$ cat config.mk
export PLATFORM = sky130hd
export DESIGN_NAME = hazard_ctrl
export DESIGN_NICKNAME = d
export VERILOG_FILES = /design/src/rtl/hazard_ctrl.sv
export SDC_FILE = /design/constraint.sdc
export NUM_CORES = 1
export LEC_CHECK = 0
export BUFFER_PORTS_ARGS = -buffer_cell sky130_fd_sc_hd__buf_2
export CAP_MARGIN = 30
export CORE_AREA = 2 2 55 57
export CTS_CLUSTER_DIAMETER = 40
export CTS_CLUSTER_SIZE = 10
export DETAILED_ROUTE_END_ITERATION = 7
export DIE_AREA = 0 0 57 59
export PLACE_DENSITY = 0.89
export REMOVE_ABC_BUFFERS = 1
export SYNTH_ARGS = -nofsm -noshare
export SYNTH_HDL_FRONTEND = slang
export SYNTH_SLANG_ARGS = --single-unit
export TNS_END_PERCENT = 50
$ cat constraint.sdc
create_clock -name clk -period 3.1 [get_ports clk]
set_input_delay 0.155 -clock clk [delete_from_list [all_inputs] [get_ports clk]]
set_output_delay 0.155 -clock clk [all_outputs]
set_load 0.01 [all_outputs]
$ cat src/rtl/hazard_ctrl.sv
// hazard_ctrl: stall/flush sequencing for the 5-stage pipeline (load-use, redirect,
// data-memory wait, fetch wait/discard). Optional counters: define HAZARD_CTRL_PERF_EN.
`default_nettype none

module hazard_ctrl #(
    parameter int DWAIT_MAX = 255,
    parameter int PERF_W    = 32
) (
    input  logic              clk,
    input  logic              rst,
    input  logic [4:0]        id_Rs1,
    input  logic [4:0]        id_Rs2,
    input  logic              id_use_rs1,
    input  logic              id_use_rs2,
    input  logic [4:0]        ex_Rd,
    input  logic              ex_MemRead,
    input  logic              ex_redirect,
    input  logic              mem_req,
    input  logic              dmem_ready,
    input  logic              imem_ready,
    output logic              pc_stall,
    output logic              if_id_stall,
    output logic              id_ex_stall,
    output logic              ex_mem_stall,
    output logic              if_id_flush,
    output logic              id_ex_flush,
    output logic              mem_wb_flush,
    output logic              mem_timeout,
    output logic [PERF_W-1:0] perf_stall_cycles,
    output logic [PERF_W-1:0] perf_flush_events
);

    localparam int CW = $clog2(DWAIT_MAX + 1);
    localparam logic [CW-1:0] CNT_MAX = CW'(DWAIT_MAX);
    localparam logic [CW-1:0] CNT_TMO = CW'(DWAIT_MAX - 1);

    localparam logic [0:0] ST_RUN   = 1'b0;
    localparam logic [0:0] ST_DWAIT = 1'b1;

    logic [0:0]    state_q, state_d;
    logic          drop_q, drop_d;
    logic [CW-1:0] cnt_q, cnt_d;

    logic dstall, load_use, fbub;

    assign dstall   = mem_req & ~dmem_ready;
    assign load_use = ex_MemRead & (ex_Rd != 5'd0) &
                      ((id_use_rs1 & (ex_Rd == id_Rs1)) | (id_use_rs2 & (ex_Rd == id_Rs2)));
    assign fbub     = ~imem_ready | drop_q;

    always_ff @(posedge clk) begin
        if (rst) begin
            state_q <= ST_RUN;
            drop_q  <= 1'b0;
            cnt_q   <= '0;
        end else begin
            state_q <= state_d;
            drop_q  <= drop_d;
            cnt_q   <= cnt_d;
        end
    end

    always_comb begin
        state_d = state_q;
        case (state_q)
            ST_RUN:   if (dstall) state_d = ST_DWAIT;
            ST_DWAIT: if (dmem_ready) state_d = ST_RUN;
            default:  state_d = ST_RUN;
        endcase
    end

    // cnt_q holds the number of wait cycles already completed in the current freeze
    always_comb begin
        cnt_d = '0;
        if (dstall) cnt_d = (cnt_q == CNT_MAX) ? cnt_q : cnt_q + 1'b1;
    end

    // A redirect with a fetch still outstanding marks that fetch for discard
    always_comb begin
        drop_d = drop_q;
        if (imem_ready) drop_d = 1'b0;
        if (ex_redirect & ~imem_ready) drop_d = 1'b1;
    end

    always_comb begin
        pc_stall     = 1'b0;
        if_id_stall  = 1'b0;
        id_ex_stall  = 1'b0;
        ex_mem_stall = 1'b0;
        if_id_flush  = 1'b0;
        id_ex_flush  = 1'b0;
        mem_wb_flush = 1'b0;
        mem_timeout  = 1'b0;
        if (rst) begin
            if_id_flush  = 1'b1;
            id_ex_flush  = 1'b1;
            mem_wb_flush = 1'b1;
        end else if (dstall) begin
            pc_stall     = 1'b1;
            if_id_stall  = 1'b1;
            id_ex_stall  = 1'b1;
            ex_mem_stall = 1'b1;
            mem_wb_flush = 1'b1;
            mem_timeout  = (cnt_q == CNT_TMO);
        end else if (ex_redirect) begin
            if_id_flush  = 1'b1;
            id_ex_flush  = 1'b1;
        end else if (load_use) begin
            pc_stall     = 1'b1;
            if_id_stall  = 1'b1;
            id_ex_flush  = 1'b1;
        end else if (fbub) begin
            pc_stall     = 1'b1;
            if_id_flush  = 1'b1;
        end
    end

`ifdef HAZARD_CTRL_PERF_EN
    logic [PERF_W-1:0] perf_stall_q, perf_flush_q;

    always_ff @(posedge clk) begin
        if (rst) begin
            perf_stall_q <= '0;
            perf_flush_q <= '0;
        end else begin
            if (pc_stall) perf_stall_q <= perf_stall_q + 1'b1;
            if (ex_redirect & ~dstall) perf_flush_q <= perf_flush_q + 1'b1;
        end
    end

    assign perf_stall_cycles = perf_stall_q;
    assign perf_flush_events = perf_flush_q;
`else
    assign perf_stall_cycles = '0;
    assign perf_flush_events = '0;
`endif

endmodule

`default_nettype wire

==> results of run 1 <==
## per-layer routing
metal  GRT usage  up-vias  wire (um)
met5           0        -          0
met3      0.0393        0        233
met4      0.0199        0          0
li1            -      406          -
met2       0.174       57        825
met1      0.0992      353        583
## flip-flops by register name, summed over array words and instances, names as in the netlist
name / cells
cnt_q: 8
drop_q: 1
## cell families (layout without fill, tap and decap cells)
group	after synthesis	count (layout)	synth area share
other	1	64	0.00339
buffers and inverters	69	37	0.462
adder cells (fa/ha/maj)	2	2	0.0226
AND/OR/NAND/NOR	31	31	0.139
XOR/XNOR	13	13	0.103
AO/OA/AOI/OAI	18	18	0.107
flip-flops	9	9	0.163
## power breakdown
part / total, uW / internal, uW / switching (uW) / leakage, uW
registers: 118 / 117 / 1.15 / 0.0000728
logic: 90.0 / 29.2 / 60.8 / 0.000473
clock network: 90.1 / 49.6 / 40.5 / 0.0000150
## metrics by stage
step	instances	hold WS, ns	util	power (uW)
3_3_place_gp	201	0.344	0.381	208
5_1_grt	205	0.0637	0.391	321
6_report	205	0.0705	0.391	298
4_1_cts	205	0.0672	0.391	300
3_5_place_dp	201	0.345	0.381	209
2_1_floorplan	139	0.232	-	181
## how the worst max path moves through the flow
stage                                     start          end  slack [ns]  cells past startpoint
after floorplan                        ex_Rd[1]  if_id_flush        1.89                      3
after global placement                 ex_Rd[1]  if_id_flush        1.65                      5
after detailed placement               ex_Rd[1]  if_id_flush        1.65                      5
after CTS                              ex_Rd[1]  if_id_flush        1.65                      5
after global routing      cnt_q[4]$_SDFFE_PN0P_  mem_timeout        1.50                      4
final                                  ex_Rd[1]  if_id_flush        1.65                      5
## final cells by class
cell class / instances / area [um^2]
inverters: 2 / 7.51
flip-flops and latches: 9 / 180
clock buffers: 4 / 26.3
well taps: 31 / 38.8
repair buffers: 31 / 155
fillers: 274 / 1650
multi-input cells: 128 / 652
## critical path: stages
cell and delay [ns]:
buf_2 0.12, or4_4 0.53, o211ai_2 0.23, o31a_1 0.14
buf_2 0.12
## cells in the mapped netlist
master     n  share of area
buf_4     65           0.44
xnor2_1   11          0.087
dfxtp_1    9           0.16
nor2_1     9          0.031
nand2_1    8          0.027
a21oi_1    6          0.027
and3_1     3          0.017
nand2b_1   3          0.017
nand4_1    3          0.017
a211oi_1   2          0.014
a31oi_1    2          0.011
ha_1       2          0.023
o31a_1     2          0.016
o31ai_1    2          0.014
or2_2      2          0.011
xor2_1     2          0.016
buf_6      1          0.010
clkbuf_1   1         0.0034
conb_1     1         0.0034
inv_1      1         0.0034
inv_2      1         0.0034
nand3_1    1         0.0045
nor3_1     1         0.0045
o211ai_2   1          0.011
o21ai_0    1         0.0045
o21ai_1    1         0.0045
o22ai_1    1         0.0057
or4_4      1          0.010
==> flow_summary.toml, run 1 <==
[outcome]
run_status = "finished, final reports clean"

[cts]
cts.path.max_buffers = 2
clock-sinks = 9
numCtsBuffers = 3
cts_root_buf = "clkbuf_4"
cts.reportedPaths.clkPinSlew_ns = 0.06
holdBufCountCts = 0
cts_tree = "built"
cts_resized = 0
cts-htree-levels = 1
clock_insertion_delay_worst_skew_ns = 0.26
cts_post_setup_buffers_inserted = 0

[cells_and_area]
final_cell_mix = "64 x conb_1, 31 x buf_2, 11 x xnor2_1"
layout.cells.most_common = "conb_1"
drive_above_1_share = 0.224
fin_nets = 201
antenna_cells_inserted = 0
area_growth_synth_to_finish_pct = -4.19
postLayoutCellArea_um2 = 1060

[critical_path]
worst-setup-path-type = "input pin to output pin"
worst-path-max-fanout = 4
critPathCaptureType = "output pin"
regToRegStartpoint = "cnt_q[0]$_SDFFE_PN0P_"
crit_path_start_kind = "input pin"
worst_r2r_endpoint = "cnt_q[6]$_SDFFE_PN0P_"
r2r_setup_slack_ns = 1.78
required_ns = 2.94
reg2reg_depth = 5
worst-endpoint-arrival_ns = 1.29

[route]
wl_per_cell_um = 8.01
finalWirelength_mm = 1.64
count_of_vias_placed_by_the_detailed_router = 816
drc = 0
dr.first_iter.drc_count = 31
drt-pass1-iter-count = 4
drt.antenna.violating_nets = 0
route.detailed.vias_per_inst = 3.98

[global_route]
groute.usage.overall = 0.0937
grt_pass1_vias = 652
grt_pass1_wl_mm = 2.51
grt_antenna_before_repair = 0
grt_max_degree = 10
grt_remaining_overflow = 0

[floorplanning]
die_width_um = 57
rows = 19
dieArea_um2 = 3360
fp.coreArea_um2 = 2710
start_util = 0.408
chipHeight_um = 59
io_pins = 96

[synth]
synth.lib_cells_used.distinct = 28
synth_sequential_area_ratio = 0.163
synth_area_um2 = 1110
synthCells = 143
synthesis.yosys.warnings = 0
postSynthRegisterBits = 9
post_synth.cell_area_avg_um2 = 7.73

[sta]
layout_setup_ws_ns = 1.65
layout_worst_path_cycle_share = 0.468
setup_viol = 0
grt_setup_unrepaired = "no"
slew_viol_final = 0
min_tclk_post_route_ns = 1.45
final-hold-violation-count = 0
clock-skew-final_ns = 0.000264
max_clock_freq_ghz = 0.690
setup_tns_ns = 0

[place]
worst_setup_timing_slack_at_the_placement_stage_ns = 1.65
place_congestion = 0.847
hpwl_mm = 1.41
postPlaceCellArea_um2 = 1030
port-buffer-count = 31

[worst_hold_path]
classification_of_the_worst_slack_hold_path = "input pin to flop"
hold_path_startpoint = "imem_ready"
worst_hold_path.num_cells = 2
whs_endpoint = "drop_q$_SDFFE_PP0P_"

[power]
power.static_leakage_uw = 0.000561
worst_ir_drop_vdd_mv = 0.146
cellPowerDensity_nw_per_um2 = 281

[run]
max-cap-violations = 0
Note: power is estimated with default switching activity, not from simulation.
==> run 2, diff against run 1 <==
--- a/config.mk
+++ b/config.mk
@@ -5,14 +5,15 @@
 export SDC_FILE = /design/constraint.sdc
 export NUM_CORES = 1
 export LEC_CHECK = 0
+export ABC_AREA = 1
 export BUFFER_PORTS_ARGS = -buffer_cell sky130_fd_sc_hd__buf_2
 export CAP_MARGIN = 30
-export CORE_AREA = 2 2 55 57
+export CORE_AREA = 2 2 58 60
 export CTS_CLUSTER_DIAMETER = 40
 export CTS_CLUSTER_SIZE = 10
 export DETAILED_ROUTE_END_ITERATION = 7
-export DIE_AREA = 0 0 57 59
-export PLACE_DENSITY = 0.89
+export DIE_AREA = 0 0 60 62
+export PLACE_DENSITY = 0.85
 export REMOVE_ABC_BUFFERS = 1
 export SYNTH_ARGS = -nofsm -noshare
 export SYNTH_HDL_FRONTEND = slang
==> constraint.sdc (replaced) <==
create_clock -name clk -period 1.35 [get_ports clk]
set_input_delay 0.0675 -clock clk [delete_from_list [all_inputs] [get_ports clk]]
set_output_delay 0.0675 -clock clk [all_outputs]
set_load 0.01 [all_outputs]
==> run 2 against run 1 <==
Effect of this change: register-to-register slack worse by 1.7 ns; sequential share of layout area decreased by 2.0 points; utilization decreased by 0.58 points; sequential power is 130% higher; synthesized cell count up 31%; first-iteration DRC count down 61%; hold slack got worse by 0.023 ns; critical endpoint is now mem_timeout; highest routed layer is now met4.
==> flow_summary.toml, run 2 <==
[floorplanning]
chipHeight_um = 62
die_width_um = 60
rows = 21
dieArea_um2 = 3720
fp.coreArea_um2 = 3180
start_util = 0.378
io_pins = 96

[synth]
synth_largest_area_cell = "buf_4"
ys_dominant_reg_cell = "dfxtp_1"
synth-edff-count = 0
synthCells = 188
synth.lib_cells_used.distinct = 21
postSynthRegisterBits = 9
yosys.area.top_type_share = 0.406
netlist_top_cells_count = "65 x buf_4, 38 x nand2_1, 22 x inv_1, 12 x nor2_1, 9 x dfxtp_1"
synth_sequential_area_ratio = 0.150
synth_async_sr_flop_share = 0
yosys-top-cells-area = "buf_4 41%, dfxtp_1 15%, nand2_1 12%"
synth_area_um2 = 1200
synthMostInstantiatedCell = "buf_4"
post_synth.cell_area_avg_um2 = 6.39
synthesis.yosys.warnings = 0

[global_route]
grt_max_degree = 11
grt_pass1_wl_mm = 2.95
grt_remaining_overflow = 0
grt_antenna_before_repair = 0
groute.usage.overall = 0.104
grt_pass1_vias = 770

[critical_path]
regToRegStartpoint = "cnt_q[0]$_SDFFE_PN0P_"
critPathTopFamily = "simple AND/OR/NAND/NOR gates"
worst-endpoint-arrival_ns = 1.20
critical_path.slowest_cell = "dfxtp_1"
crit_path_start_kind = "flop"
worst-setup-path-type = "flop to output pin"
worst-path-max-fanout = 3
critPathCaptureType = "output pin"
required_ns = 1.28
worst_r2r_endpoint = "cnt_q[6]$_SDFFE_PN0P_"
cp.buffers_inverters = 1
critical_path_depth_in_cells = 5
cp_slowest_stage_delay_ns = 0.38
cp_cell_sequence = "nand2_2, nor2_4, nand2_1, nor2_1, buf_2"
r2r_setup_slack_ns = 0.12
reg2reg_depth = 5

[power]
cellPowerDensity_nw_per_um2 = 578
pwr-share-clk = 0.302
power.switching_uw = 262
worst_ir_drop_vdd_mv = 0.216
power.combinational.fraction = 0.314
p_int_uw = 446
sw_share = 0.371
power.static_leakage_uw = 0.000722
seq_power_share = 0.384

[sta]
max_clock_freq_ghz = 0.787
setup_tns_ns = 0
clock-skew-final_ns = 0.00984
final-hold-violation-count = 0
grt_setup_unrepaired = "no"
setup_viol = 0
min_tclk_post_route_ns = 1.27
slew_viol_final = 0
layout_setup_ws_ns = 0.0799
layout_worst_path_cycle_share = 0.941

[cts]
cts.path.max_buffers = 2
clock_insertion_delay_worst_skew_ns = 0.27
cts_tree = "built"
numCtsBuffers = 3
cts-htree-levels = 1
cts.reportedPaths.clkPinSlew_ns = 0.06
clock-sinks = 9
cts_root_buf = "clkbuf_4"

[route]
drt.antenna.violating_nets = 0
route.detailed.vias_per_inst = 3.65
drt-met1-wl_um = 699
drc = 0
finalWirelength_mm = 2.04
wl_per_cell_um = 7.60
count_of_vias_placed_by_the_detailed_router = 979
drt-pass1-iter-count = 4
wl_met2_mm = 1.07
top_layer_in_use = "met4"
dr.first_iter.drc_count = 12
wl_met3_um = 239

[cells_and_area]
antenna_cells_inserted = 0
largest_register = "cnt_q"
reg.largest.list = "cnt_q x8, drop_q x1"
largest_register_ffs = 8
area_growth_synth_to_finish_pct = 1.98
fin_nets = 249
final_cell_mix = "64 x conb_1, 37 x nand2_1, 31 x buf_2"
fill_cells = 357
layout.cells.most_common = "conb_1"
finish.utilization = 0.385
drive_above_1_share = 0.243

[place]
place_congestion = 0.864
worst_setup_timing_slack_at_the_placement_stage_ns = 0.0571
port-buffer-count = 31
hpwl_mm = 1.79

[worst_hold_path]
classification_of_the_worst_slack_hold_path = "input pin to flop"
hold_path_startpoint = "rst"
worst_hold_path.num_cells = 2
whs_endpoint = "drop_q$_SDFFE_PP0P_"

[run]
max-cap-violations = 0

[outcome]
run_status = "finished, final reports clean"
run 2: cell types whose count changed in the layout (fill, tap and decap cells not counted), sizes merged, moves of 2 or more:
cell    before  now
nor2         9   17
o21ai        2    5
nand2b       3    0
o31ai        2    0
xnor2       11    0
nand3        1    6
and3         3    0
inv          2   24
o31a         2    0
nand2        8   41
a211oi       2    0
nor3         1    3
run 2: worst max-delay path by stage:
stage,start,end
CTS,cnt_q[4]$_SDFFE_PN0P_,mem_timeout
finish,cnt_q[5]$_SDFFE_PN0P_,mem_timeout
global route,cnt_q[5]$_SDFFE_PN0P_,mem_timeout
floorplan,cnt_q[0]$_SDFFE_PN0P_,cnt_q[0]$_SDFFE_PN0P_
detailed placement,cnt_q[0]$_SDFFE_PN0P_,cnt_q[0]$_SDFFE_PN0P_
global placement,cnt_q[0]$_SDFFE_PN0P_,cnt_q[1]$_SDFFE_PN0P_
run 2: power by group through the flow:
stage	clock, uW	combinational, uW	sequential, uW
2_1_floorplan	0	149	277
3_3_place_gp	0	214	277
3_5_place_dp	0	216	277
4_1_cts	216	219	271
5_1_grt	230	255	272
6_report	214	222	272
run 2: what timing repair did:
action                                 4_1_cts  5_1_grt
gates resized for setup                      0        9
hold buffers                                 1        0
setup endpoints to repair                    0        7
setup buffers                                0        0
endpoints found under the hold margin        1        0
run 2: per-stage QoR:
step	instances	instance area [um^2]	total power, uW	hold slack, ns
CTS	268	1200	706	0.0425
global placement	263	1160	491	0.252
floorplan	186	950	425	0.144
global route	268	1220	757	0.0591
detailed placement	263	1160	494	0.259
finish	268	1220	708	0.0478
run 2: cells by family (layout without fill, tap and decap cells):
kind of cell | Yosys count | count (layout) | share of synthesized area
DFF | 9 | 9 | 0.150
AOI/OAI and AO/OA | 14 | 14 | 0.0656
adders and majority gates | 2 | 2 | 0.0208
xor gates and xnor gates | 2 | 2 | 0.0146
buffers and inverters | 89 | 60 | 0.481
and+or+nand+nor | 71 | 71 | 0.265
other | 1 | 64 | 0.00312
run 2: layer usage:
metal / vias to the layer above / GRT usage
met5: - / 0
li1: 513 / -
met2: 58 / 0.214
met4: 0 / 0.0381
met3: 3 / 0.0124
met1: 405 / 0.104
run 2: area by class of cell:
class | count | area (um^2) | area share
Multi-Input combinational cell | 153 | 702 | 0.573
Clock buffer | 4 | 26.3 | 0.0215
Sequential cell | 9 | 184 | 0.150
Tap cell | 46 | 57.6 | 0.0470
Timing Repair Buffer | 32 | 165 | 0.135
Inverter | 24 | 90.1 | 0.0735
